$ cat src/rtl/shift_issue.sv
// Execute-stage wrapper around the core's combinational bidirectional shifter.
//
// Purpose:
//   S1 decodes SLL/SRL/SRA (immediate or variable distance) and registers the operands
//   that feed the external shifter. S2 captures the shifter result and post-masks it so
//   an arithmetic right shift becomes a logical one for SRL. Both sides use valid/ready.
//
// Ports:
//   clock, rst_n     clock and asynchronous active-low reset
//   flush            synchronous pipeline kill (drops S1 and S2, blocks accept)
//   in_*             request: op, var select, shamt, rs (distance source), rt (data), tag
//   sh_*             to/from the combinational shifter (distance, data, direction, result)
//   out_*            result with destination tag, valid/ready handshake
//   busy             any stage holds an op
module shift_issue #(
    parameter int unsigned WIDTH = 32,
    parameter int unsigned DISTW = 5,
    parameter int unsigned TAGW  = 5
) (
    input  logic             clock,
    input  logic             rst_n,
    input  logic             flush,
    input  logic             in_valid,
    output logic             in_ready,
    input  logic [1:0]       in_op,
    input  logic             in_var,
    input  logic [DISTW-1:0] in_shamt,
    input  logic [WIDTH-1:0] in_rs,
    input  logic [WIDTH-1:0] in_rt,
    input  logic [TAGW-1:0]  in_tag,
    output logic [DISTW-1:0] sh_distance,
    output logic [WIDTH-1:0] sh_data,
    output logic             sh_direction,
    input  logic [WIDTH-1:0] sh_result,
    output logic             out_valid,
    input  logic             out_ready,
    output logic [WIDTH-1:0] out_result,
    output logic [TAGW-1:0]  out_tag,
    output logic             busy
);

    // S1 state
    logic             s1_valid_q;
    logic             s1_logical_q;
    logic [TAGW-1:0]  s1_tag_q;
    logic [DISTW-1:0] sh_distance_q;
    logic [WIDTH-1:0] sh_data_q;
    logic             sh_direction_q;

    // S2 state
    logic             out_valid_q;
    logic [WIDTH-1:0] out_result_q;
    logic [TAGW-1:0]  out_tag_q;

    logic             s2_free;
    logic             accept;
    logic             move;
    logic [DISTW-1:0] dist_d;
    logic [WIDTH-1:0] result_d;

    // Only the low DISTW bits of rs select the distance; the rest wrap away.
    logic unused_rs;
    assign unused_rs = ^in_rs[WIDTH-1:DISTW];

    assign s2_free  = !out_valid_q || out_ready;
    assign in_ready = !flush && (!s1_valid_q || s2_free);
    assign accept   = in_valid && in_ready;
    assign move     = s1_valid_q && s2_free && !flush;

    assign dist_d = in_var ? in_rs[DISTW-1:0] : in_shamt;

    // The shifter only does arithmetic right; clearing the top `distance` bits turns it
    // into a logical right shift. Distance 0 gives an all-ones mask.
    always_comb begin
        result_d = sh_result;
        if (s1_logical_q) begin
            result_d = sh_result & ({WIDTH{1'b1}} >> sh_distance_q);
        end
    end

    always_ff @(posedge clock or negedge rst_n) begin
        if (!rst_n) begin
            s1_valid_q     <= 1'b0;
            s1_logical_q   <= 1'b0;
            s1_tag_q       <= '0;
            sh_distance_q  <= '0;
            sh_data_q      <= '0;
            sh_direction_q <= 1'b0;
            out_valid_q    <= 1'b0;
            out_result_q   <= '0;
            out_tag_q      <= '0;
        end else begin
            // S1 valid: new accept wins over drain so a simultaneous move+accept stays full.
            if (flush) begin
                s1_valid_q <= 1'b0;
            end else if (accept) begin
                s1_valid_q <= 1'b1;
            end else if (move) begin
                s1_valid_q <= 1'b0;
            end

            if (accept) begin
                sh_distance_q  <= dist_d;
                sh_data_q      <= in_rt;
                sh_direction_q <= in_op[1];
                s1_logical_q   <= (in_op == 2'b10);
                s1_tag_q       <= in_tag;
            end

            if (flush) begin
                out_valid_q <= 1'b0;
            end else if (move) begin
                out_valid_q <= 1'b1;
            end else if (out_ready) begin
                out_valid_q <= 1'b0;
            end

            if (move) begin
                out_result_q <= result_d;
                out_tag_q    <= s1_tag_q;
            end
        end
    end

    assign sh_distance  = sh_distance_q;
    assign sh_data      = sh_data_q;
    assign sh_direction = sh_direction_q;
    assign out_valid    = out_valid_q;
    assign out_result   = out_result_q;
    assign out_tag      = out_tag_q;
    assign busy         = s1_valid_q || out_valid_q;

endmodule
$ cat config.mk
export PLATFORM = sky130hd
export DESIGN_NAME = shift_issue
export DESIGN_NICKNAME = d
export VERILOG_FILES = /design/src/rtl/shift_issue.sv
export SDC_FILE = /design/constraint.sdc
export NUM_CORES = 1
export LEC_CHECK = 0
export BUFFER_PORTS_ARGS = -buffer_cell sky130_fd_sc_hd__buf_2
export CAP_MARGIN = 20
export CORE_MARGIN = 2
export CORE_UTILIZATION = 35
export CTS_CLUSTER_SIZE = 14
export DETAILED_ROUTE_END_ITERATION = 6
export HOLD_SLACK_MARGIN = 0.03
export MAX_ROUTING_LAYER = met4
export PLACE_DENSITY = 0.77
export REMOVE_ABC_BUFFERS = 1
export SYNTH_ARGS = -nofsm -noshare
export SYNTH_HDL_FRONTEND = slang
export SYNTH_SLANG_ARGS = --single-unit
$ cat constraint.sdc
create_clock -name clock -period 1.9 [get_ports clock]
set_clock_uncertainty 0.05 [all_clocks]
set_input_delay 0.19 -clock clock [delete_from_list [all_inputs] [get_ports clock]]
set_output_delay 0.19 -clock clock [all_outputs]
set_load 0.01 [all_outputs]
* Yosys cells after proc, flatten, opt, wreduce, memory -nomap -nowiden
Index checks and enable logic that the tools add are counted.
Operators by class: equal/unequal tests 1, shifts and indexed selects 1, muxes and demuxes 8, bitwise operators 1, reduce and logical (&&, ||, !) cells 12
Operators by type and width (number):
- $and 32x32->32 | 1
- $mux 32 | 1
- $shr 32x5->32 const A | 1
- $mux 1 | 6
- $reduce_bool 3->1 | 2
- $mux 5 | 1
- $logic_and 1x1->1 | 4
- $logic_not 1->1 | 3
- $logic_or 1x1->1 | 3
- $eq 2x2->1 const B | 1
Storage, ports and cells: bits in registers 83, input bits 114

* Logic depth before layout (Yosys ltp)
word-level depth 7, gate-level depth with buffers 5, depth with buffers taken out 3

* Worst setup path after synthesis
No wires, ideal clock.
path kind register to register, start point register out_valid_q (netlist: out_valid), end point register out_result_q[0] (netlist: out_result[0]), library setup time 0.125 ns, arrival time 1.245 ns, required time 1.725 ns, slack 0.480 ns, cell stages (with the launch flop) 5, buffers on the path 1, period minus slack after synthesis 1.420 ns, cell sequence dfrtp_1 -> or2b_1 -> clkbuf_2 -> nand2_4 -> mux2_2
Between the ends: longest elaborated chain between the ends 4
RTL lines:
- start: declaration | RTL line 51 | logic out_valid_q;
- start signal: assignment | RTL line 89 | out_valid_q <= 1'b0;
- start signal: assignment | RTL line 111 | out_valid_q <= 1'b0;
- start signal: assignment | RTL line 113 | out_valid_q <= 1'b1;
- $logic_not 1->1 | RTL line 65 | assign s2_free = !out_valid_q || out_ready;
- $logic_or 1x1->1 | RTL line 65
- $logic_and 1x1->1 (2 in series) | RTL line 68 | assign move = s1_valid_q && s2_free && !flush;
- end signal: assignment | RTL line 119 | out_result_q <= result_d;
- end: declaration | RTL line 52 | logic [WIDTH-1:0] out_result_q;
Every way passes these cells. A chain may end at the register's enable or synchronous reset.

* Final worst setup path
start point input flush, end point register out_result_q[20] (netlist: out_result[20])
Between the ends: longest elaborated chain between the ends 2
RTL lines:
- start: declaration | RTL line 22 | input logic flush,
- $logic_not 1->1 | RTL line 68
- $logic_and 1x1->1 | RTL line 68
Every way passes these cells.

==> results.json <==
{
  "r2r_cells": 3,
  "yosys.cell_count.top_type": "sky130_fd_sc_hd__dfrtp_1",
  "r2r_start": "out_valid",
  "num_antenna_cells": 0,
  "number_of_buffers_created_by_cts": 9,
  "detailroute.via_count": 3082,
  "hold-path-endpoint": "sh_direction",
  "synth_largest_area_cell": "sky130_fd_sc_hd__dfrtp_1",
  "netlist_top_cells_count": "sky130_fd_sc_hd__dfrtp_1 (83), sky130_fd_sc_hd__o21ai_0 (50), sky130_fd_sc_hd__mux2_2 (43), sky130_fd_sc_hd__nand3_1 (10), sky130_fd_sc_hd__mux2i_1 (9)",
  "number_of_flops_mapped_to_enable_cells_by_yosys": 0,
  "synthToLayoutAreaGrowth_pct": 43.01,
  "slew-limit-headroom": 0.5939,
  "final-max-slew-violation-count": 0,
  "max_slew.worst_pin.slew_ns": 0.6091,
  "die-height_um": 104.9,
  "gr-total-overflow": 0,
  "hold_viol": 0,
  "synth_top_area_frac": 0.5833,
  "holdCritStartpoint": "in_op[1]",
  "ys_dominant_reg_cell": "sky130_fd_sc_hd__dfrtp_1",
  "via_density_per_instance": 4.939,
  "final.setup.worst_slack_ns": 0.1809,
  "sw_frac_of_total": 0.3028,
  "design.core.area_mm2": 0.009819,
  "crit_required_ns": 2.11,
  "drt_pre_antenna_iters": 4,
  "post-route-min-period_ns": 1.719,
  "clock_insertion_delay_worst_skew_ns": 0.35,
  "grt_setup_unrepaired": "false",
  "worst_hold_path.num_cells": 2,
  "clk_pin_slew_ns": 0.08,
  "hold_path_class": "in -> reg",
  "worst_vdd_ir_mv": 0.4065,
  "place_worst_setup_slack_ns": 0.3087,
  "gp_routability_congestion": 0.8287,
  "async_reset_ff_frac": 1.000,
  "cp_slowest_stage_delay_ns": 0.53,
  "end_kind": "flip-flop",
  "status": "completed",
  "cts_htree_levels": 3,
  "worst-path-stages": 6,
  "synth_top_cells_by_area": "sky130_fd_sc_hd__dfrtp_1 (58%), sky130_fd_sc_hd__mux2_2 (14%), sky130_fd_sc_hd__o21ai_0 (7.0%)",
  "worstReg2RegEnd": "out_tag[0]",
  "critical_path_arrival_ns": 1.93,
  "netlist_instances": 282,
  "initialDrtViolationCount": 107,
  "place_inst": 565,
  "post-route-drc-count": 0,
  "avgRoutedWirePerCell_um": 15.74,
  "share_clk_of_total_power": 0.254,
  "setup-tns-final_ns": 0,
  "finalWirelength_um": 9819,
  "path_delay_family": "buffers and inverters",
  "seq_area_frac_synth": 0.5833,
  "timing.critical_path.cells": "dlygate4sd3_1, buf_2, and2b_1, nand2_4, buf_4, o21ai_0",
  "gr-usage-all-layers": 0.1847,
  "cp_num_buf_inv": 3,
  "drive_gt1_frac": 0.4807,
  "synth.distinct_cells": 39,
  "worst_path_slowest_cell": "sky130_fd_sc_hd__dlygate4sd3_1",
  "die_width_um": 104.9,
  "cts_tree": "done",
  "synthesis.area_mm2": 0.003561,
  "drv.max_cap_violation_count": 0,
  "finalNetCount": 601,
  "worstPathMaxFanout": 29,
  "yosysWarningCount": 0,
  "clockRootBuffer": "sky130_fd_sc_hd__clkbuf_8",
  "maximum_root_to_sink_buffer_count": 2,
  "grt_start_max_net_pins": 45,
  "power.switching_mw": 1.412,
  "cts_sink_count": 83,
  "boundaryPins": 192,
  "whs_ns": 0.04500,
  "grt_pass1_vias": 3114,
  "critical_path.startpoint_type": "input pin",
  "seq_power_share": 0.488,
  "floorplan.rows": 36,
  "standby_leakage_power_nw": 2.494,
  "fin_crit_sh": 0.9048,
  "internal_power_mw": 3.252,
  "number_of_antenna_violations_at_the_first_check_in_global_routing": 0,
  "detail-route-antenna-nets": 0,
  "post-layout-total-power_mw": 4.664,
  "rrSetupSlack_ns": 0.27,
  "critical_path_class": "in -> reg",
  "port_buffers": 164,
  "synth_seq_cells": 83,
  "detailedPlacementHpwl_um": 6603,
  "start_util": 0.3626,
  "power.combinational.fraction": 0.258,
  "fill_cells": 883,
  "stdcell_count": 624,
  "pwr_density_cell_mw_per_mm2": 915.9,
  "floorplan.die_area_mm2": 0.01100,
  "global_route_wire_length_before_repair_um": 15690,
  "report.final.setup_viol": 0,
  "syn_area_per_cell_um2": 12.63,
  "cts_setup_buffers": 0,
  "max_freq_ghz": 0.5817
}
[what timing repair did]
item / CTS / global route
resized for setup: 0 / 1
hold endpoints to repair: 86 / 0
hold buffers: 44 / 0
endpoints found under the setup margin: 0 / 1
[power by group through the flow]
stage	registers, mW	clock network [mW]	logic, mW
6_report	2.28	1.18	1.20
5_1_grt	2.32	1.30	1.31
4_1_cts	2.27	1.22	1.21
3_5_place_dp	2.30	0	1.14
3_3_place_gp	2.29	0	1.11
2_1_floorplan	2.44	0	0.401
[cells by family (layout without fill, tap and decap cells)]
family / count (synthesis) / count (layout) / synth area share
flops: 83 / 83 / 0.5833
compound gates: 79 / 79 / 0.1304
mux: 55 / 55 / 0.1739
simple gates: 38 / 38 / 0.06325
buf+inv: 27 / 236 / 0.04919
[worst max path at each step]
stage | end | from
final | out_result[20] | flush
after detailed placement | out_result[0] | out_valid
after floorplan | sh_data[24] | out_valid
after CTS | in_ready | out_valid
after global placement | out_tag[0] | out_valid
after global routing | out_result[20] | flush
[flip-flops by register name (all words and copies together), names as in the netlist]
register / count
out_result: 32
out_tag: 5
out_valid: 1
s1_logical_q: 1
s1_tag_q: 5
s1_valid_q: 1
sh_data: 32
sh_direction: 1
sh_distance: 5
[routing by layer]
layer  GRT usage  vias to the layer above  part of all wire
met1      0.2306                     1506              0.42
met4     0.06381                        0             0.013
met5           -                        -                 0
met3     0.03618                       12             0.066
met2      0.3006                      141              0.50
li1            -                     1423                 -
[cell type report]
cell class,count,area [um^2],share of cell area
clock inverters,2,10.01,0.001966
clock buffers,13,168.9,0.03317
flip-flops and latches,83,2077,0.4079
well taps,133,166.4,0.03268
inverters,7,26.28,0.005160
repair buffers,214,1334,0.2619
multi-input cells,172,1310,0.2572
[stage by stage]
step,instance area (um^2),utilization
final,5092,0.5186
after global routing,5092,0.5186
after CTS,5091,0.5185
after detailed placement,4472,0.4554
after global placement,4472,0.4554
after floorplan,3412,-
[layout by cell type (no fill, tap or decap), types with 8 or more instances in the layout]
cell type / instances
sky130_fd_sc_hd__o21ai_0: 50
sky130_fd_sc_hd__nand3_1: 10
sky130_fd_sc_hd__clkbuf_8: 12
sky130_fd_sc_hd__dfrtp_1: 83
sky130_fd_sc_hd__buf_2: 163
sky130_fd_sc_hd__o2bb2ai_1: 8
sky130_fd_sc_hd__mux2i_1: 9
sky130_fd_sc_hd__mux2_2: 43
sky130_fd_sc_hd__dlygate4sd3_1: 44
Power figures use the tool's default switching activity.
